File: src/rtl/conv3x3_window_gen.sv
// 3x3 window generator: loads a filter word, then turns a raster pixel stream into 3x3 windows.
// Optional STRIDE2_EN build emits only windows whose origin row and column are both even.
module conv3x3_window_gen #(
    parameter int IMG_W = 8,
    parameter int IMG_H = 8
) (
    input  logic        clk,
    input  logic        rst,
    input  logic        flt_valid,
    input  logic [71:0] flt_data,
    input  logic        in_valid,
    output logic        in_ready,
    input  logic [7:0]  in_data,
    output logic        wb_write_en,
    output logic [71:0] filter,
    output logic [71:0] ifmap,
    output logic        ifmap_valid,
    input  logic        ifmap_ready,
    output logic        frame_done
);

    localparam int CW = $clog2(IMG_W);
    localparam int RW = $clog2(IMG_H);

    typedef enum logic [1:0] {IDLE, LOAD, RUN, DRAIN} state_t;

    state_t         state_q;
    logic [CW-1:0]  col_q;
    logic [RW-1:0]  row_q;
    logic           wb_q;
    logic           frame_done_q;
    logic           ifmap_valid_q;
    logic [71:0]    ifmap_q;
    logic [71:0]    filter_q;

    // lb0 holds the previous row, lb1 the row before it, both indexed by column.
    logic [7:0]     lb0_q [IMG_W];
    logic [7:0]     lb1_q [IMG_W];
    logic [23:0]    col_a_q;
    logic [23:0]    col_b_q;

    logic           in_ready_c;
    logic           accept;
    logic           col_last;
    logic           row_last;
    logic           emit;
    logic [23:0]    new_col;
    logic [71:0]    win_d;

    assign in_ready_c = (state_q == RUN) && (!ifmap_valid_q || ifmap_ready);
    assign accept     = in_valid && in_ready_c;
    assign col_last   = (col_q == CW'(IMG_W - 1));
    assign row_last   = (row_q == RW'(IMG_H - 1));
    assign new_col    = {in_data, lb0_q[col_q], lb1_q[col_q]};

`ifdef STRIDE2_EN
    // (row-2) and (col-2) are even exactly when row and col are even.
    assign emit = accept && (row_q >= RW'(2)) && (col_q >= CW'(2)) && !row_q[0] && !col_q[0];
`else
    assign emit = accept && (row_q >= RW'(2)) && (col_q >= CW'(2));
`endif

    always_comb begin
        win_d = '0;
        for (int r = 0; r < 3; r++) begin
            win_d[8*(3*r)   +: 8] = col_a_q[8*r +: 8];
            win_d[8*(3*r+1) +: 8] = col_b_q[8*r +: 8];
            win_d[8*(3*r+2) +: 8] = new_col[8*r +: 8];
        end
    end

    always_ff @(posedge clk) begin
        if (accept) begin
            lb1_q[col_q] <= lb0_q[col_q];
            lb0_q[col_q] <= in_data;
            col_a_q      <= col_b_q;
            col_b_q      <= new_col;
        end
    end

    always_ff @(posedge clk) begin
        if (!rst) begin
            state_q       <= IDLE;
            col_q         <= '0;
            row_q         <= '0;
            wb_q          <= 1'b0;
            frame_done_q  <= 1'b0;
            ifmap_valid_q <= 1'b0;
            ifmap_q       <= '0;
            filter_q      <= '0;
        end else begin
            frame_done_q <= 1'b0;
            case (state_q)
                IDLE: begin
                    col_q <= '0;
                    row_q <= '0;
                    if (flt_valid) begin
                        filter_q <= flt_data;
                        state_q  <= LOAD;
                    end
                end
                // LOAD spends one settle cycle, then one cycle with the write pulse high.
                LOAD: begin
                    if (!wb_q) begin
                        wb_q <= 1'b1;
                    end else begin
                        wb_q    <= 1'b0;
                        state_q <= RUN;
                    end
                end
                RUN: begin
                    if (emit) begin
                        ifmap_q       <= win_d;
                        ifmap_valid_q <= 1'b1;
                    end else if (ifmap_ready) begin
                        ifmap_valid_q <= 1'b0;
                    end
                    if (accept) begin
                        if (col_last) begin
                            col_q <= '0;
                            row_q <= row_q + RW'(1);
                            if (row_last) state_q <= DRAIN;
                        end else begin
                            col_q <= col_q + CW'(1);
                        end
                    end
                end
                DRAIN: begin
                    if (!ifmap_valid_q || ifmap_ready) begin
                        ifmap_valid_q <= 1'b0;
                        frame_done_q  <= 1'b1;
                        state_q       <= IDLE;
                    end
                end
                default: state_q <= IDLE;
            endcase
        end
    end

    assign in_ready    = in_ready_c;
    assign wb_write_en = wb_q;
    assign filter      = filter_q;
    assign ifmap       = ifmap_q;
    assign ifmap_valid = ifmap_valid_q;
    assign frame_done  = frame_done_q;

endmodule
File: config.mk
export PLATFORM = sky130hd
export DESIGN_NAME = conv3x3_window_gen
export DESIGN_NICKNAME = d
export VERILOG_FILES = /design/src/rtl/conv3x3_window_gen.sv
export SDC_FILE = /design/constraint.sdc
export NUM_CORES = 1
export LEC_CHECK = 0
export ABC_AREA = 0
export CAP_MARGIN = 40
export CORE_ASPECT_RATIO = 2
export CORE_MARGIN = 8
export CORE_UTILIZATION = 25
export CTS_CLUSTER_DIAMETER = 200
export DETAILED_ROUTE_END_ITERATION = 10
export PLACE_DENSITY_LB_ADDON = 0.08
export SETUP_SLACK_MARGIN = 0.5
export SLEW_MARGIN = 20
export SYNTH_ARGS = -nofsm -noshare
export SYNTH_HDL_FRONTEND = slang
export SYNTH_SLANG_ARGS = --single-unit
File: constraint.sdc
create_clock -name clk -period 3.8 [get_ports clk]
set_clock_uncertainty 0.15 [all_clocks]
set_input_delay 0.57 -clock clk [delete_from_list [all_inputs] [get_ports clk]]
set_output_delay 0.57 -clock clk [all_outputs]
set_load 0.005 [all_outputs]
======== Yosys cells after proc, flatten, opt, wreduce, memory -nomap -nowiden ========
Memories as Yosys holds them, arrays and structs flattened. A register that Yosys moved wholly into a read port is not among the register bits.
Index checks and enable logic that the tools add are counted.
operators by class
  $mul .................................... 0
  add/subtract/negate cells ............... 2
  reduce and logical (&&, ||, !) cells .... 16
  $lt $le $gt $ge ......................... 2
  shift operators ......................... 0
  multiplexer cells ....................... 25
  bitwise logic cells ..................... 0
  divide/modulo/power cells ............... 0
  eq/ne operators ......................... 12
operators by type and width
  kind                                                                   number
  3-bit two-way mux                                                      8
  2-bit two-way mux                                                      6
  2-bit inequality test, second input constant                           6
  3-bit case mux with 2 select lines                                     2
  2-bit case mux with 4 select lines                                     1
  2-bit AND reduction                                                    4
  1-bit two-way mux                                                      7
  3-bit by 1-bit adder with 3-bit output, second input constant          2
  3-bit == test, second input constant                                   2
  3-bit by 2-bit >= comparator with 1-bit output, second input constant  2
  3-bit AND reduction                                                    2
  6-bit AND reduction                                                    1
  2-bit == test, second input constant                                   2
  1-bit logical AND                                                      4
  2-bit nonzero test                                                     2
  3-bit inequality test, second input constant                           1
  2-bit by 1-bit == test with 1-bit output, second input constant        1
  2-bit logical NOT                                                      1
  1-bit case mux with 2 select lines                                     1
  1-bit logical NOT                                                      1
  1-bit logical OR                                                       1
storage, ports and cells
  input bits .............................. 85
  ROM bits ................................ 0
  register bits ........................... 203
  bits in latches ......................... 0
  RAM bits ................................ 128
  memories kept ........................... 2
memory list
  memory  words  width  read ports  clocked after memory_dff  wr ports  RTL line  source
  lb0_q   8      8      1           1                         1         37        logic [7:0] lb0_q [IMG_W];
  lb1_q   8      8      1           1                         1         38        logic [7:0] lb1_q [IMG_W];

======== Depth between registers and ports, before layout ========
  word-level depth ........................ 8
  mapped depth ............................ 9
  depth with buffers taken out ............ 7

======== Worst setup path before layout ========
Ideal clock, no wire load.
  path kind ............................... register to register
  start point ............................. register state_q[0]
  end point ............................... memory lb0_q[0][0], enable pin
  data required time ...................... 3,220 ps
  path slack .............................. 496 ps
  stages on the path, launching flop included .. 7
  arrival time ............................ 2,724 ps
  clock period less this slack ............ 3,304 ps
  setup time .............................. 430 ps
  cell sequence ........................... dfxtp_1 inv_1 ha_1 and2_1 nand2_1 clkbuf_1 nor4_1
between the ends
  word-level cells in the longest chain between the ends .. 5
RTL lines
  what                                     RTL line  source
  from (decl)                              27        state_t state_q;
  from (signal assigned)                   83        state_q <= IDLE;
  from (signal assigned)                   99        state_q <= LOAD;
  from (signal assigned)                   108       state_q <= RUN;
  2-bit == test                            50        assign in_ready_c = (state_q == RUN) && (!ifmap_valid_q || ifmap_ready);
  1-bit logical AND                        50
  1-bit logical AND                        51        assign accept = in_valid && in_ready_c;
  1-bit two-way mux                        73        if (accept) begin
  1-bit two-way mux (implied by the code)  75        lb0_q[col_q] <= in_data;
  to (decl)                                37
Every way passes these cells.

==> flow_summary.json <==
{
  "status": "finished, final reports clean",
  "num-fill-cells": 4848,
  "reg2reg_slack_ns": 1.03,
  "multi_input_area_sq_um": 3510,
  "worstPathRequired_ns": 4.06,
  "clkTransAtPathRegs_ns": 0.06,
  "utilization": 0.339,
  "layout.nets": 1266,
  "finalSetupViolCount": 0,
  "route.detailed.drc": 0,
  "synth_area_leaders": "edfxtp_1 43%, dfxtp_1 26%, mux4_1 5.8%, a21oi_1 5.4%, nand2_1 4.7%",
  "netlist_instances": 946,
  "critPathKind": "register to register",
  "cts_buffers": 35,
  "slowest_stage": "dfxtp_1",
  "netlist_area_sq_um": 12200,
  "gr-total-overflow": 0,
  "cp_slowest_stage_delay_ns": 0.78,
  "finalCritPeriodShare": 0.730,
  "first_global_vias": 8409,
  "first_pass_iters": 4,
  "core_sq_um": 48800,
  "synth-main-ff-cell": "edfxtp_1",
  "area_delta_synth_final_pct": 35.1,
  "root_buffer": "clkbuf_16",
  "insertion_delay_ns": 0.54,
  "die_x_um": 172,
  "cts-hold-fix-buffers": 0,
  "grtUsageTotal": 0.128,
  "start_util": 0.251,
  "dp_hpwl_um": 24800,
  "drv_cap": 0,
  "synth-seq-cells": 334,
  "leakagePower_nw": 5.54,
  "setup_ws_ns": 1.03,
  "combPwrFrac": 0.157,
  "final_common_cell": "clkdlybuf4s50_1",
  "routed_wl_um": 37200,
  "preCtsSetupSlack_ns": 0.867,
  "cp.arrival_ns": 3.04,
  "cts_buffer_depth": 3,
  "synth_nets": 1041,
  "finalNonFillerCells": 1841,
  "avgSynthCellArea_sq_um": 12.9,
  "p_sw_mw": 2.44,
  "grt_pass1_wl_um": 54900,
  "placed_cells": 1776,
  "crit_fanout": 23,
  "htree_levels": 2,
  "p_total_mw": 9.08,
  "final_cell_mix": "232 x clkdlybuf4s50_1, 176 x edfxtp_1, 157 x dfxtp_1",
  "hp-class": "register to register",
  "p_seq_frac": 0.467,
  "synth_edf_count": 176,
  "cts.sink_count": 334,
  "rsz0062_at_grt": "no",
  "io_pins": 233,
  "final_antenna_net_count": 0,
  "period_minus_slack_ns": 2.77,
  "ys_warn_count": 0,
  "fp-row-count": 115,
  "fmax_mhz": 361,
  "cts_tree": "done",
  "crit_path_end_kind": "register",
  "seq_area_sq_um": 8450,
  "post_cts_buffers": 0,
  "post_drt_wl_per_cell_um": 20.2,
  "power.internal_mw": 6.63,
  "tightest_slew_ns": 0.817,
  "drt_iter0_drc": 598,
  "dieArea_sq_um": 56700,
  "cts.repair.resized": 0,
  "hold_viol_final": 0,
  "final_layout_size_suffix_gt1_frac": 0.0944,
  "antenna_found_initial": 1,
  "synth_top_area_frac": 0.432,
  "ys_seq_area_frac": 0.690,
  "p_clk_frac": 0.376,
  "critPathLaunchType": "register",
  "power.density_nw_per_um2": 548,
  "path_cells": "buf_12 -> mux4_1 -> mux2_2 -> o311a_1",
  "setup_tns_ns": 0,
  "vias": 8219,
  "yosys.area.top_type": "edfxtp_1",
  "routabilityCongestion": 0.701,
  "relSlewSlack": 0.454,
  "switching_share": 0.269,
  "viasPerCell": 4.46,
  "die_h_um": 329,
  "peakVddDrop_uv": 326,
  "io_buffers": 232,
  "slew_viol_final": 0,
  "ys_types": 34,
  "grt_max_degree": 124,
  "async_flop_share": 0
}
-- cell type report --
class / instances / share of cell area
Clock inverter: 20 / 0.0112
Clock buffer: 43 / 0.0566
Antenna cell: 1 / 0.000151
Inverter: 9 / 0.00234
Tap cell: 643 / 0.0486
Timing Repair Buffer: 259 / 0.158
Sequential cell: 334 / 0.511
Multi-Input combinational cell: 532 / 0.212
-- power groups by stage --
stage	clock network, mW	registers, mW	logic (mW)
floorplan	0	4.30	0.711
global placement	0	4.31	1.46
detailed placement	0	4.32	1.47
CTS	3.55	4.24	1.47
global route	3.67	4.26	1.58
finish	3.41	4.24	1.43
-- cells in the mapped netlist (4+ instances only) --
cell      count
clkbuf_1     58
inv_1         7
o311a_1      16
mux2_2       17
a21oi_1     132
edfxtp_1    176
mux4_2        5
dfxtp_1     158
nand2_1     154
o21ai_0      57
nor2_1        8
nand3_1      61
ha_1         10
nor3_1        7
a21o_1       16
mux4_1       27
buf_6         4
buf_1         8
-- routing by layer --
layer  wire [um]  part of all wire  up-vias  GRT usage
met2       18600              0.50      233      0.218
met4         837             0.023        0     0.0382
li1            -                 -     3936          -
met1       14700              0.40     4010      0.152
met3        2980             0.080       40     0.0398
met5           0                 0        -          0
-- kinds of logic (layout without fill, tap and decap cells) --
| family | after synthesis | after routing | share of synthesized area |
|---|---|---|---|
| XOR/XNOR | 1 | 1 | 0.000715 |
| AND/OR/NAND/NOR | 244 | 244 | 0.0846 |
| flip-flops | 334 | 334 | 0.690 |
| buffers and inverters | 80 | 331 | 0.0271 |
| adder cells (fa/ha/maj) | 10 | 10 | 0.0102 |
| multiplexers | 50 | 50 | 0.0836 |
| AO/OA/AOI/OAI | 227 | 227 | 0.104 |
| other | 0 | 1 | 0 |
-- metrics by stage --
stage	hold WS (ns)	instance area, sq um
6_report	0.301	16500
5_1_grt	0.319	16500
4_1_cts	0.299	16500
3_5_place_dp	0.284	15400
3_3_place_gp	0.289	15400
2_1_floorplan	0.276	12300
-- worst max-delay path, delay by kind of cell, from the launching register on --
kind | cells | cell delay [ns]
compound gates | 1 | 0.37
buf+inv | 1 | 0.30
flops | 1 | 0.78
mux | 2 | 1.03
-- registers in the layout, indices dropped and copies added, names as in the netlist, named ones only --
signal	cells
wb_write_en	1
lb0_q	64
ifmap_valid	1
col_a_q	24
lb1_q	64
ifmap	72
state_q	2
filter	72
row_q	3
col_b_q	24
col_q	3
frame_done	1
-- path summary, 6_finish.rpt --
path,start,to,cells past startpoint
worst max-delay path,register,ifmap[44],4
worst min-delay path,col_b_q[15],col_a_q[15],0
worst max register to register,register,ifmap[44],4
worst min register to register,col_b_q[15],col_a_q[15],0
Power figures use the tool's default switching activity.
